===== config.mk =====
export PLATFORM = sky130hd
export DESIGN_NAME = seq_mult_param
export DESIGN_NICKNAME = d
export VERILOG_FILES = /design/src/rtl/seq_mult_pkg.sv /design/src/rtl/seq_mult_ctrl.sv /design/src/rtl/seq_mult_param.sv
export SDC_FILE = /design/constraint.sdc
export NUM_CORES = 1
export LEC_CHECK = 0
export BUFFER_PORTS_ARGS = -buffer_cell sky130_fd_sc_hd__buf_2
export CAP_MARGIN = 40
export CELL_PAD_IN_SITES_DETAIL_PLACEMENT = 0
export CELL_PAD_IN_SITES_GLOBAL_PLACEMENT = 2
export CORE_MARGIN = 2
export CORE_UTILIZATION = 37
export DETAILED_ROUTE_END_ITERATION = 10
export PLACE_DENSITY_LB_ADDON = 0.12
export SLEW_MARGIN = 0
export SYNTH_ARGS = -nofsm -noshare
export SYNTH_HDL_FRONTEND = slang
export SYNTH_SLANG_ARGS = --single-unit

===== constraint.sdc =====
create_clock -name clk -period 3.97 [get_ports clk]
set_input_delay 0.397 -clock clk [delete_from_list [all_inputs] [get_ports clk]]
set_output_delay 0.397 -clock clk [all_outputs]
set_load 0.005 [all_outputs]

===== src/rtl/seq_mult_pkg.sv =====
// Shared types and helpers for the parametrised shift-and-add multiplier.
// Covers the SEQ_MULT_EARLY_DONE_EN build option used by seq_mult_ctrl / seq_mult_param.
package seq_mult_pkg;

    localparam int DEFAULT_WIDTH = 16;

    // Negation helper width; products of up to 64 bits (WIDTH <= 32) are supported.
    localparam int NEG_W = 64;

    typedef logic [1:0] state_t;

    localparam state_t S_IDLE = 2'd0;
    localparam state_t S_RUN  = 2'd1;
    localparam state_t S_DONE = 2'd2;

    // Two's-complement negation is width-independent in its low bits, so callers
    // zero-extend to NEG_W and keep only the slice they need.
    function automatic logic [NEG_W-1:0] cond_neg(input logic [NEG_W-1:0] v, input logic neg);
        return neg ? (~v + NEG_W'(1)) : v;
    endfunction

endpackage


===== src/rtl/seq_mult_ctrl.sv =====
// Control FSM for seq_mult_param: iteration counter, busy/done and datapath enables.
// With SEQ_MULT_EARLY_DONE_EN defined, RUN also exits once the multiplier runs out of set bits.
module seq_mult_ctrl
    import seq_mult_pkg::*;
#(
    parameter  int WIDTH = DEFAULT_WIDTH,
    localparam int CNT_W = $clog2(WIDTH + 1)
) (
    input  logic clk,
    input  logic rst,
    input  logic start_i,
`ifdef SEQ_MULT_EARLY_DONE_EN
    input  logic mplier_next_zero_i,
`endif
    output logic load_o,
    output logic step_o,
    output logic fin_o,
    output logic busy_o,
    output logic done_o
);

    state_t           state_q, state_d;
    logic [CNT_W-1:0] cnt_q, cnt_d;
    logic             done_q, done_d;
    logic             accept;
    logic             last_step;

    assign accept = start_i && (state_q == S_IDLE || state_q == S_DONE);

`ifdef SEQ_MULT_EARLY_DONE_EN
    assign last_step = (cnt_q == CNT_W'(1)) || mplier_next_zero_i;
`else
    assign last_step = (cnt_q == CNT_W'(1));
`endif

    // NOTE: every output of this block gets a default first so no path leaves a
    // variable unassigned, which would otherwise infer a latch.
    always_comb begin
        state_d = state_q;
        cnt_d   = cnt_q;
        done_d  = 1'b0;
        case (state_q)
            S_IDLE: ;
            S_RUN: begin
                cnt_d = cnt_q - CNT_W'(1);
                if (last_step) state_d = S_DONE;
            end
            S_DONE: begin
                done_d  = 1'b1;
                state_d = S_IDLE;
            end
            default: state_d = S_IDLE;
        endcase
        if (accept) begin
            state_d = S_RUN;
            cnt_d   = CNT_W'(WIDTH);
        end
    end

    // NOTE: state registers use non-blocking assignments so every flop samples
    // the pre-edge value, independent of block evaluation order.
    always_ff @(posedge clk or posedge rst) begin
        if (rst) begin
            state_q <= S_IDLE;
            cnt_q   <= '0;
            done_q  <= 1'b0;
        end else begin
            state_q <= state_d;
            cnt_q   <= cnt_d;
            done_q  <= done_d;
        end
    end

    assign load_o = accept;
    assign step_o = (state_q == S_RUN);
    assign fin_o  = (state_q == S_DONE);
    assign busy_o = (state_q == S_RUN);
    assign done_o = done_q;

endmodule


===== src/rtl/seq_mult_param.sv =====
// Parametrised sequential shift-and-add multiplier, unsigned or two's-complement.
// Define SEQ_MULT_EARLY_DONE_EN to end early when no multiplier bits remain.
module seq_mult_param
    import seq_mult_pkg::*;
#(
    parameter  int WIDTH = DEFAULT_WIDTH,
    localparam int PW    = 2 * WIDTH
) (
    input  logic             clk,
    input  logic             rst,
    input  logic             start,
    input  logic             mode_signed,
    input  logic [WIDTH-1:0] a,
    input  logic [WIDTH-1:0] b,
    output logic             busy,
    output logic             done,
    output logic [PW-1:0]    product
);

    logic [PW-1:0]    mcand_q, mcand_d;
    logic [WIDTH-1:0] mplier_q, mplier_d;
    logic [PW-1:0]    acc_q, acc_d;
    logic             neg_q, neg_d;
    logic [PW-1:0]    product_q, product_d;
    logic [WIDTH-1:0] a_mag, b_mag;
    logic [NEG_W-1:0] acc_signed;
    logic             load, step, fin;

    seq_mult_ctrl #(.WIDTH(WIDTH)) u_ctrl (
        .clk                (clk),
        .rst                (rst),
        .start_i            (start),
`ifdef SEQ_MULT_EARLY_DONE_EN
        .mplier_next_zero_i (mplier_q[WIDTH-1:1] == '0),
`endif
        .load_o             (load),
        .step_o             (step),
        .fin_o              (fin),
        .busy_o             (busy),
        .done_o             (done)
    );

    // Magnitude of the most negative operand still fits unsigned in WIDTH bits.
    assign a_mag = (mode_signed && a[WIDTH-1]) ? -a : a;
    assign b_mag = (mode_signed && b[WIDTH-1]) ? -b : b;

    assign acc_signed = cond_neg(NEG_W'(acc_q), neg_q);

    always_comb begin
        mcand_d   = mcand_q;
        mplier_d  = mplier_q;
        acc_d     = acc_q;
        neg_d     = neg_q;
        product_d = product_q;
        if (fin) product_d = acc_signed[PW-1:0];
        if (load) begin
            mcand_d  = {{WIDTH{1'b0}}, a_mag};
            mplier_d = b_mag;
            acc_d    = '0;
            neg_d    = mode_signed & (a[WIDTH-1] ^ b[WIDTH-1]);
        end else if (step) begin
            if (mplier_q[0]) acc_d = acc_q + mcand_q;
            mcand_d  = mcand_q << 1;
            mplier_d = mplier_q >> 1;
        end
    end

    always_ff @(posedge clk or posedge rst) begin
        if (rst) begin
            mcand_q   <= '0;
            mplier_q  <= '0;
            acc_q     <= '0;
            neg_q     <= 1'b0;
            product_q <= '0;
        end else begin
            mcand_q   <= mcand_d;
            mplier_q  <= mplier_d;
            acc_q     <= acc_d;
            neg_q     <= neg_d;
            product_q <= product_d;
        end
    end

    assign product = product_q;

endmodule


---- Yosys cells after proc, flatten, opt, wreduce, memory -nomap -nowiden ----
Index checks and enable logic that the tools add are counted.
cells by class
  bitwise logic cells ..................... 3
  muxes and demuxes ....................... 16
  eq/ne operators ......................... 5
  reduce and logical (&&, ||, !) cells .... 9
  add/subtract/negate cells ............... 5
operators with widths
  kind                   number
  $mux 32                6
  $mux 16                4
  $add 32x1->32 const B  1
  $add 32x32->32         1
  $neg 16->16            2
  $not 32->32            1
  $mux 5                 2
  $eq 5x1->1 const B     1
  $sub 5x1->5 const B    1
  $mux 2                 2
  $pmux 2 s2             1
  $reduce_and 2->1       2
  $reduce_bool 2->1      2
  $logic_and 1x1->1      3
  $ne 3x1->1 const B     1
  $eq 2x1->1 const B     1
  $eq 2x2->1 const B     1
  $logic_not 2->1        1
  $ne 2x2->1 const B     1
  $and 1x1->1            1
  $logic_or 1x1->1       1
  $mux 1                 1
  $xor 1x1->1            1
storage, ports and cells
  bits in registers ....................... 121
  input port bits ......................... 36
  output and inout port bits .............. 34

---- Depth between registers and ports, before layout ----
Gate-level depths: netlist (run 1).
  word-level depth ........................ 5
  gate-level depth with buffers ........... 10

---- Modules after synthesis ----
A second synthesis (run 1) with hierarchy kept.
second synthesis, totals
  cell total of the unflattened synthesis .. 902
  area, all modules ....................... 7,887.6 um2
modules (own cells, without submodules)
  module          seq. area each (um2)  cells each  instances  area an instance (um2)
  seq_mult_param  2,827.7               867         1          7,494.7
  seq_mult_ctrl   200.2                 35          1          392.9

---- Worst setup path before layout (run 1) ----
OpenSTA, ideal clock, no wires.
  kind .................................... register -> register
  from .................................... register acc_q[0]
  to ...................................... register acc_q[28]
  slack ................................... 771 ps
  path buffers ............................ 0
  setup time .............................. 69 ps
  cell stages (with the launch flop) ...... 11
  data arrival time ....................... 3,130 ps
  cell sequence ........................... dfrtp_1 -> ha_1 -> fa_1 -> a21o_1 -> a221o_1 -> a311oi_1 -> o211ai_1 -> a31oi_1 -> o211ai_1 -> a211o_1 -> nand3_1
between the ends
  longest elaborated chain between the ends .. 4
ends and longest elaborated chain
  what                    RTL line              RTL
  start, declared         seq_mult_param.sv:22  logic [PW-1:0] acc_q, acc_d;
  start signal, assigned  seq_mult_param.sv:72  acc_q <= '0;
  start signal, assigned  seq_mult_param.sv:78  acc_q <= acc_d;
  $add 32x32->32          seq_mult_param.sv:62  if (mplier_q[0]) acc_d = acc_q + mcand_q;
  $mux 32                 seq_mult_param.sv:62
  $mux 32                 seq_mult_param.sv:61  end else if (step) begin
  $mux 32                 seq_mult_param.sv:56  if (load) begin
No other way between the ends. The select of a mux whose other input is x is not followed.
A chain may end at the register's enable or synchronous reset.

---- Worst setup path in the final report (run 1) ----
Ends and elaborated chain as after synthesis.

==> impl_results.md, run 1 <==
- Hpwl dp: ~13,000 µm
- Residual overflow from global routing: 0
- Drt initial violations: 313
- Internal Dissipation: roughly 4.2 mW
- Number of distinct standard cells referenced by the synthesized netlist: 57
- Part of the cycle the worst path needs: 0.8038
- Setup total negative slack: 0 ns
- Count of boundary I/O pins: 70
- Post-synthesis sequential element count: 121
- Routed length per instance: about 15 µm
- Placed Cells: 1,145
- CP endpoint kind: register
- Global-route usage over all layers: 0.1786
- Part of the total power dissipated in the clock network: 0.209
- Worst Path Max Fanout: 5
- Cell accounting for the most synthesized area: sky130_fd_sc_hd__dfrtp_1
- Buffer count from post-CTS setup fixing: 0
- Final Wtd Congestion: between 0.8 and 0.9
- Transition time at the pin with the least slew margin: 0.8303 ns
- Sort of element at the start of the critical path: register
- Initial Util: 0.3771
- Dominant register cell in the synthesized netlist: sky130_fd_sc_hd__dfrtp_1
- Setup repair after global routing missed its margin: false
- # setup viols final: 0
- Via-to-Cell Ratio: 5.162
- Detailed Routing Iterations Pass 1: 5
- Clk sinks: 121
- Final Max Slew Viols: 0
- Logic pwr share: 0.477
- Largest net degree at the start of global routing: 66
- Sequential fraction of the synthesis area: 0.4112
- Clock tree from TritonCTS: done
- Clock transition time at the flip-flop clock pins of the worst setup and hold paths: around 0.06 ns
- Maximum clock frequency: around 310 MHz
- Proportion of layout cells with a drive suffix above 1: 0.1338
- CTS hold repair buffers: 0
- Cell Rows: 51
- Final Critical Period: 3.191 ns
- Cell at the slowest stage of the critical path: sky130_fd_sc_hd__dfrtp_1
- Largest cells by area after synthesis: sky130_fd_sc_hd__dfrtp_1 (41%), sky130_fd_sc_hd__xor2_1 (6.7%), sky130_fd_sc_hd__nand2_1 (6.5%), sky130_fd_sc_hd__ha_1 (6.1%), sky130_fd_sc_hd__o21ai_1 (3.7%)
- Clock Root Buffer: sky130_fd_sc_hd__clkbuf_16
- Total nets after synthesis: 919
- Cts bufs inserted: 17
- Number of enable-type register cells in the synthesized netlist: 0
- Post-synthesis instance area: 7363 µm²
- Horizontal extent of the die: 145.1 µm
- Number of antenna repair diodes: 0
- Critical path's largest stage delay: 0.42 ns
- Total die area: 21,050 µm²
- Syn. warnings: 0
- Wire length reported by the detailed router: 18,000 µm
- Area added between synthesis and finish: 16.45%
- Sequential Power Share: 0.313
- Number of input and output port buffers inserted: 69
- Wire length of the first global-routing pass: 30,700 µm
- Total power density per cell area: between 800 and 900 nW/µm²
- Routed via count: 6,076
- Final non-filler cell total: 1,177
- Worst voltage drop across the vdd grid: 0.2779 mV
- Number of nets in the layout: 972
- Worst setup slack for register-to-register paths: 0.78 ns
- Worst skew pair latency: between 0.4 and 0.5 ns
- Number of global-route vias before repair: slightly below 6,000
- Worst EP required: 4.32 ns
- Worst hold path class: in2async
- Total leakage power: ~4.0 nW
- Mean Syn Cell Area: 8.704 µm²
- Worst Path Class, Setup: reg2reg
- Number of H-tree branching levels: 4
- Number of antenna violations at the first check in global routing: 0
- Maximum number of buffers from clock root to sink: 2
- Worst slew slack as a fraction of its limit: 0.4465
- DRC violations left: 0
- Number of instances in the synthesized netlist: 846
- Async set or reset register ratio after synthesis: 1.000
- Data arrival, critical path: 3.54 ns
- Worst Skew: between 0.01 and 0.015 ns
- Post-route cell area: 8574 µm²
- Core ar.: 19,530 µm²
- Final number of hold-violating endpoints: 0
- Fraction of power spent switching nets: 0.4303
- Height of the die: 145.1 µm
- Reported net switching power: ~3.1 mW
- Crit path cell chain: ha_1 -> fa_1 -> a21o_1 -> a221o_1 -> a311oi_1 -> buf_4 -> o211ai_1 -> a31oi_1 -> buf_4 -> o211ai_1 -> a211o_1 -> nand3_1
- Cell area reported after detailed placement: between 7000 and 8000 µm²
- Maxcap violations: 0
- Total of cells resized after clock tree synthesis: 0
- Outcome: completed
- Post-synth top area share: 0.4112
- Antenna violation net count after detailed routing: 0
[placed cells by master, fill, tap and decap left out, types with 3 or more instances in the layout]
cell type / n
sky130_fd_sc_hd__nand2_1: 128
sky130_fd_sc_hd__xor2_1: 56
sky130_fd_sc_hd__clkbuf_16: 17
sky130_fd_sc_hd__o41ai_1: 3
sky130_fd_sc_hd__or3_1: 6
sky130_fd_sc_hd__a21o_1: 16
sky130_fd_sc_hd__nor2b_1: 3
sky130_fd_sc_hd__clkinv_4: 3
sky130_fd_sc_hd__clkinvlp_4: 4
sky130_fd_sc_hd__inv_1: 22
sky130_fd_sc_hd__a21oi_1: 32
sky130_fd_sc_hd__buf_4: 8
sky130_fd_sc_hd__nor3_1: 9
sky130_fd_sc_hd__o21ai_1: 54
sky130_fd_sc_hd__a211o_1: 4
sky130_fd_sc_hd__xnor2_1: 29
sky130_fd_sc_hd__nor4_1: 4
sky130_fd_sc_hd__nand2b_1: 4
sky130_fd_sc_hd__and2_1: 4
sky130_fd_sc_hd__nor2_1: 54
sky130_fd_sc_hd__nand3_1: 46
sky130_fd_sc_hd__and3_1: 5
sky130_fd_sc_hd__o31ai_1: 16
sky130_fd_sc_hd__a22o_1: 16
sky130_fd_sc_hd__dfrtp_1: 121
sky130_fd_sc_hd__a31oi_1: 33
sky130_fd_sc_hd__o21ai_0: 39
sky130_fd_sc_hd__ha_1: 36
sky130_fd_sc_hd__clkinv_2: 3
sky130_fd_sc_hd__o21bai_1: 3
sky130_fd_sc_hd__or4_1: 8
sky130_fd_sc_hd__nor3b_1: 3
sky130_fd_sc_hd__nand4_1: 5
sky130_fd_sc_hd__buf_2: 69
[per-layer routing]
layer  GRT usage  routed length [µm]
met4     0.06275                 264
met5           0                   0
met3     0.03050                 733
met1      0.2717                9461
met2      0.2540                7540
[registers in the layout, indices dropped and copies added (netlist names)]
signal	count
acc_q	32
mcand_q	32
product	32
mplier_q	16
u_ctrl.cnt_q	5
u_ctrl.state_q	2
neg_q	1
u_ctrl.done_o	1
[per-stage QoR]
| step | hold slack, ns | setup slack [ns] | utilization | power [mW] |
|---|---|---|---|---|
| 2_1_floorplan | 0.4452 | 0.3588 | - | 4.824 |
| 3_3_place_gp | 0.4573 | 0.7863 | 0.4076 | 5.730 |
| 3_5_place_dp | 0.4675 | 0.7970 | 0.4090 | 5.793 |
| 4_1_cts | 0.1352 | 0.7719 | 0.4391 | 7.354 |
| 5_1_grt | 0.1767 | 0.5641 | 0.4391 | 7.968 |
| 6_report | 0.1203 | 0.7791 | 0.4391 | 7.302 |
[cell type report]
class	instances	area, µm²
Clock buffer	18	439.2
Clock inverter	14	148.9
Fill cell	1980	10950
Inverter	24	92.59
Multi-Input combinational cell	656	4081
Sequential cell	121	3028
Tap cell	265	331.6
Timing Repair Buffer	79	452.9
[Yosys cell counts, types with 2 or more instances]
cell type	count
sky130_fd_sc_hd__nand2_1	128
sky130_fd_sc_hd__dfrtp_1	121
sky130_fd_sc_hd__xor2_1	56
sky130_fd_sc_hd__nor2_1	54
sky130_fd_sc_hd__o21ai_1	54
sky130_fd_sc_hd__nand3_1	46
sky130_fd_sc_hd__clkbuf_1	39
sky130_fd_sc_hd__o21ai_0	39
sky130_fd_sc_hd__ha_1	36
sky130_fd_sc_hd__a31oi_1	33
sky130_fd_sc_hd__a21oi_1	32
sky130_fd_sc_hd__xnor2_1	29
sky130_fd_sc_hd__inv_1	23
sky130_fd_sc_hd__a21o_1	16
sky130_fd_sc_hd__a22o_1	16
sky130_fd_sc_hd__o31ai_1	16
sky130_fd_sc_hd__nor3_1	9
sky130_fd_sc_hd__or4_1	8
sky130_fd_sc_hd__buf_1	6
sky130_fd_sc_hd__nand2b_1	6
sky130_fd_sc_hd__or3_1	6
sky130_fd_sc_hd__and3_1	5
sky130_fd_sc_hd__nand4_1	5
sky130_fd_sc_hd__a211o_1	4
sky130_fd_sc_hd__and2_1	4
sky130_fd_sc_hd__nor4_1	4
sky130_fd_sc_hd__nor2b_1	3
sky130_fd_sc_hd__nor3b_1	3
sky130_fd_sc_hd__o21bai_1	3
sky130_fd_sc_hd__o41ai_1	3
sky130_fd_sc_hd__a211oi_1	2
sky130_fd_sc_hd__a21boi_1	2
sky130_fd_sc_hd__a21oi_2	2
sky130_fd_sc_hd__a22oi_1	2
sky130_fd_sc_hd__and4_1	2
sky130_fd_sc_hd__mux2i_1	2
sky130_fd_sc_hd__nand3b_1	2
sky130_fd_sc_hd__o211ai_1	2
sky130_fd_sc_hd__o21a_1	2
sky130_fd_sc_hd__o22ai_1	2
sky130_fd_sc_hd__o31a_1	2
sky130_fd_sc_hd__or4_4	2
[worst max-delay path: cells and delay by family, from the launching register on]
| family | cells | cell delay, ns |
|---|---|---|
| adders and majority gates | 2 | 0.66 |
| and+or+nand+nor | 1 | 0.08 |
| DFF | 1 | 0.42 |
| buffers and inverters | 2 | 0.33 |
| AOI/OAI and AO/OA | 7 | 1.61 |
[kinds of logic (layout without fill, tap and decap cells)]
logic type | Yosys count | count (layout) | share of synthesized area
multiplexers | 2 | 2 | 0.002719
AO/OA/AOI/OAI | 242 | 242 | 0.2054
AND/OR/NAND/NOR | 290 | 290 | 0.1805
adder cells (fa/ha/maj) | 37 | 37 | 0.06389
flip-flops | 121 | 121 | 0.4112
XOR/XNOR | 85 | 85 | 0.1011
buffers and inverters | 69 | 135 | 0.03517
[path summary, 6_finish.rpt]
path                                    startpoint                       to  cells after the start
max                           acc_q[0]$_DFFE_PP0P_    acc_q[28]$_DFFE_PP0P_                     12
min reg2reg                product[14]$_DFFE_PP0P_  product[14]$_DFFE_PP0P_                      2
max in group asynchronous                      rst  mplier_q[0]$_DFFE_PP0P_                      3
min                                            rst   product[7]$_DFFE_PP0P_                      2
max reg2reg                   acc_q[0]$_DFFE_PP0P_    acc_q[28]$_DFFE_PP0P_                     12
min in group clk                              a[1]   mcand_q[1]$_DFFE_PP0P_                      3
[power groups by stage]
stage                     Combinational (mW)  Clock, mW  Sequential [mW]
after global routing                    3.96       1.62             2.38
final                                   3.48       1.53             2.29
after CTS                               3.50       1.56             2.29
after global placement                  3.42          0             2.31
after detailed placement                3.48          0             2.31
after floorplan                         2.72          0             2.10
Note: power is estimated with default switching activity, not from simulation.
==> inputs of run 2 (changes only) <==
CORE_UTILIZATION = 33   (was 37)
clock period = 2.9 ns   (was 3.97 ns; I/O delays follow)
==> run 2 against run 1 <==
Compared with the run above:
- the run now ends with setup timing left
- total power grew 47%
- final cell count increased by 5.6%
- via count increased by 3.4%
- flip-flop and latch count stayed put
- count of clock-buffer cells in the layout increased by 3
- clock skew down 0.0045 ns
- first-iteration DRC count up 7.3%
- largest cell class unchanged
- hold slack got worse by 0.048 ns
- maximum frequency is 8.7% higher
==> impl_results.md, run 2 (synthesized netlist as in run 1, its figures left out) <==
- Outcome: finished with violations
- Clock tree from TritonCTS: done
- Via-to-Cell Ratio: 5.056 (-2.1%)
- Worst skew pair latency: 0.41 ns (about the same)
- Area added between synthesis and finish: 24.18%
- Placed Cells: 1,210 (+5.7%)
- Most frequent cells in the layout: sky130_fd_sc_hd__nand2_1 (128), sky130_fd_sc_hd__dfrtp_1 (119), sky130_fd_sc_hd__buf_2 (69)
- Wire length of the first global-routing pass: 31,450 µm (+2.4%)
- Utilization of the core after routing: 0.4177 (-0.02143)
- Final non-filler cell total: 1,243 (+5.6%)
- Worst Path Max Fanout: 4 (-1)
- Count of boundary I/O pins: 70 (unchanged)
- Clock Root Buffer: sky130_fd_sc_hd__clkbuf_16
- Drt initial violations: 336 (+7.3%)
- Height of the die: 153.4 µm (+5.7%)
- Proportion of layout cells with a drive suffix above 1: 0.2025 (+0.06872)
- Hpwl dp: 13,970 µm (+4.1%)
- Routed via count: 6,284 (+3.4%)
- Final Wtd Congestion: 0.8488 (-4.7%)
- Clk sinks: 121 (unchanged)
- Reg-to-reg critical path endpoint: product[29]$_DFFE_PP0P_
- Detailed Routing Iterations Pass 1: 7 (+2)
- Worst Path Class, Setup: reg2reg
- Setup repair after global routing missed its margin: true
- Number of global-route vias before repair: 6,027 (+2.0%)
- Initial Util: 0.3364 (-0.04074)
- Final Max Slew Viols: 0 (unchanged)
- Worst setup slack after layout: -0.03569 ns (-0.8148 ns)
- Worst slew slack as a fraction of its limit: 0.4554 (+0.008928)
- Residual overflow from global routing: 0 (unchanged)
- Final number of hold-violating endpoints: 0 (unchanged)
- CP endpoint kind: register
- Data arrival, critical path: 3.20 ns (-0.34 ns)
- Overall power: 10.77 mW (+47%)
- Number of H-tree branching levels: 4 (unchanged)
- Critical path's largest stage delay: 0.56 ns (+0.14 ns)
- Total leakage power: 4.276 nW (+7.0%)
- Total power density per cell area: 1178 nW/µm² (+38%)
- Failing checks: setup timing
- Maximum clock frequency: 340.6 MHz (+8.7%)
- Worst setup slack for register-to-register paths: -0.04 ns (-0.81 ns)
- Number of nets in the layout: 1,023 (+5.2%)
- Setup total negative slack: -0.06034 ns (-0.06034 ns)
- DRC violations left: 0 (unchanged)
- # setup viols final: 2 (+2)
- Routed length per instance: 15.10 µm (-1.3%)
- Largest net degree at the start of global routing: 122 (+85%)
- Worst EP required: 3.17 ns (-1.15 ns)
- Worst voltage drop across the vdd grid: 0.3037 mV (+9.3%)
- Core ar.: 21,890 µm² (+12%)
- Number of antenna repair diodes: 0 (unchanged)
- Wire length reported by the detailed router: 18,770 µm (+4.3%)
- Global-route usage over all layers: 0.1648 (-0.01377)
- Cts bufs inserted: 17 (unchanged)
- Maximum number of buffers from clock root to sink: 2 (unchanged)
- Number of input and output port buffers inserted: 69 (unchanged)
- Source of the worst register-to-register timing path: acc_q[0]$_DFFE_PP0P_
- Cell Rows: 54 (+5.9%)
- Total die area: 23,520 µm² (+12%)
- Crit path cell chain: or4_4 -> or4_4 -> or4_4 -> nand2b_4 -> o31a_1 -> a21oi_2 -> xor2_1 -> o21ai_1
- Worst hold path class: in2async
- Cell at the slowest stage of the critical path: sky130_fd_sc_hd__or4_4
- Final Critical Period: 2.936 ns (-0.2552 ns)
- Crit path top cell by count: sky130_fd_sc_hd__or4_4
- Most frequent standard cell in the layout excluding fill and tap cells: sky130_fd_sc_hd__nand2_1
- Worst Skew: 0.007493 ns (-0.004479 ns)
- Transition time at the pin with the least slew margin: 0.8169 ns (-0.01339 ns)
- Sort of element at the start of the critical path: register
- Part of the cycle the worst path needs: 1.012 (+0.2085)
- Dpl ws: -0.09996 ns (-0.8970 ns)
- Number of antenna violations at the first check in global routing: 0 (unchanged)
- Antenna violation net count after detailed routing: 0 (unchanged)
- Horizontal extent of the die: 153.4 µm (+5.7%)
- Clock transition time at the flip-flop clock pins of the worst setup and hold paths: 0.06 ns (about the same)
- Number of cells on the worst reg-to-reg path: 8 (-4)
- Maxcap violations: 0 (unchanged)
==> run 2: changes by cell type in the layout (fill, tap and decap cells not counted), sizes merged <==
cell,before,now
buf,79,130
clkinv,6,4
inv,26,23
bufinv,2,4
clkbuf,18,21
==> run 2: per-layer routing <==
metal  wire (µm)  global-route usage  part of all wire  vias to the layer above
li1            -                   -                 -                     3226
met1        9994              0.2465              0.53                     2932
met2        7918              0.2421              0.42                      110
met3         652             0.03034             0.035                       16
met4         202             0.04762             0.011                        0
met5           0                   0                 0                        -
==> run 2: cell type report <==
type	instances	area (µm²)
Clock buffer	21	460.4
Clock inverter	11	170.2
Fill cell	2243	12750
Inverter	24	93.84
Multi-Input combinational cell	656	4207
Sequential cell	121	3030
Tap cell	280	350.3
Timing Repair Buffer	130	832.0
==> run 2: critical path: cells and delay by family, from the launching register on <==
family           cells  cell delay (ns)
AO/OA/AOI/OAI        3             0.51
XOR/XNOR             1             0.17
flip-flops           1             0.44
AND/OR/NAND/NOR      4             1.68
==> run 2: worst max path at each step <==
stage,startpoint,end,slack [ns]
after floorplan,acc_q[0]$_DFFE_PP0P_,acc_q[28]$_DFFE_PP0P_,0.02
after global routing,acc_q[0]$_DFFE_PP0P_,product[31]$_DFFE_PP0P_,-0.14
after detailed placement,acc_q[0]$_DFFE_PP0P_,acc_q[24]$_DFFE_PP0P_,-0.1
after CTS,acc_q[0]$_DFFE_PP0P_,acc_q[30]$_DFFE_PP0P_,-0.05
after global placement,acc_q[0]$_DFFE_PP0P_,product[27]$_DFFE_PP0P_,-0.06
final,acc_q[0]$_DFFE_PP0P_,product[29]$_DFFE_PP0P_,-0.04
==> run 2: repair_timing <==
action | 4_1_cts | 5_1_grt
endpoints found under the hold margin | 0 | 0
buffers inserted | 0 | 1
hold buffers | 0 | 0
resized for setup | 6 | 20
pin swaps | 5 | 9
endpoints found under the setup margin | 12 | 21
==> run 2: power by group <==
group / switching [mW] / internal [mW] / total, mW
clock network: 0.764 / 1.48 / 2.25
registers: 0.644 / 2.38 / 3.02
logic: 3.01 / 2.49 / 5.50
total: 4.42 / 6.35 / 10.8
==> run 2: stage by stage <==
step / hold slack [ns] / cell area, µm²
after floorplan: 0.4227 / 7382
after global placement: 0.4570 / 8389
after detailed placement: 0.4639 / 8389
after CTS: 0.1004 / 9047
after global routing: 0.1283 / 9144
final: 0.07227 / 9144
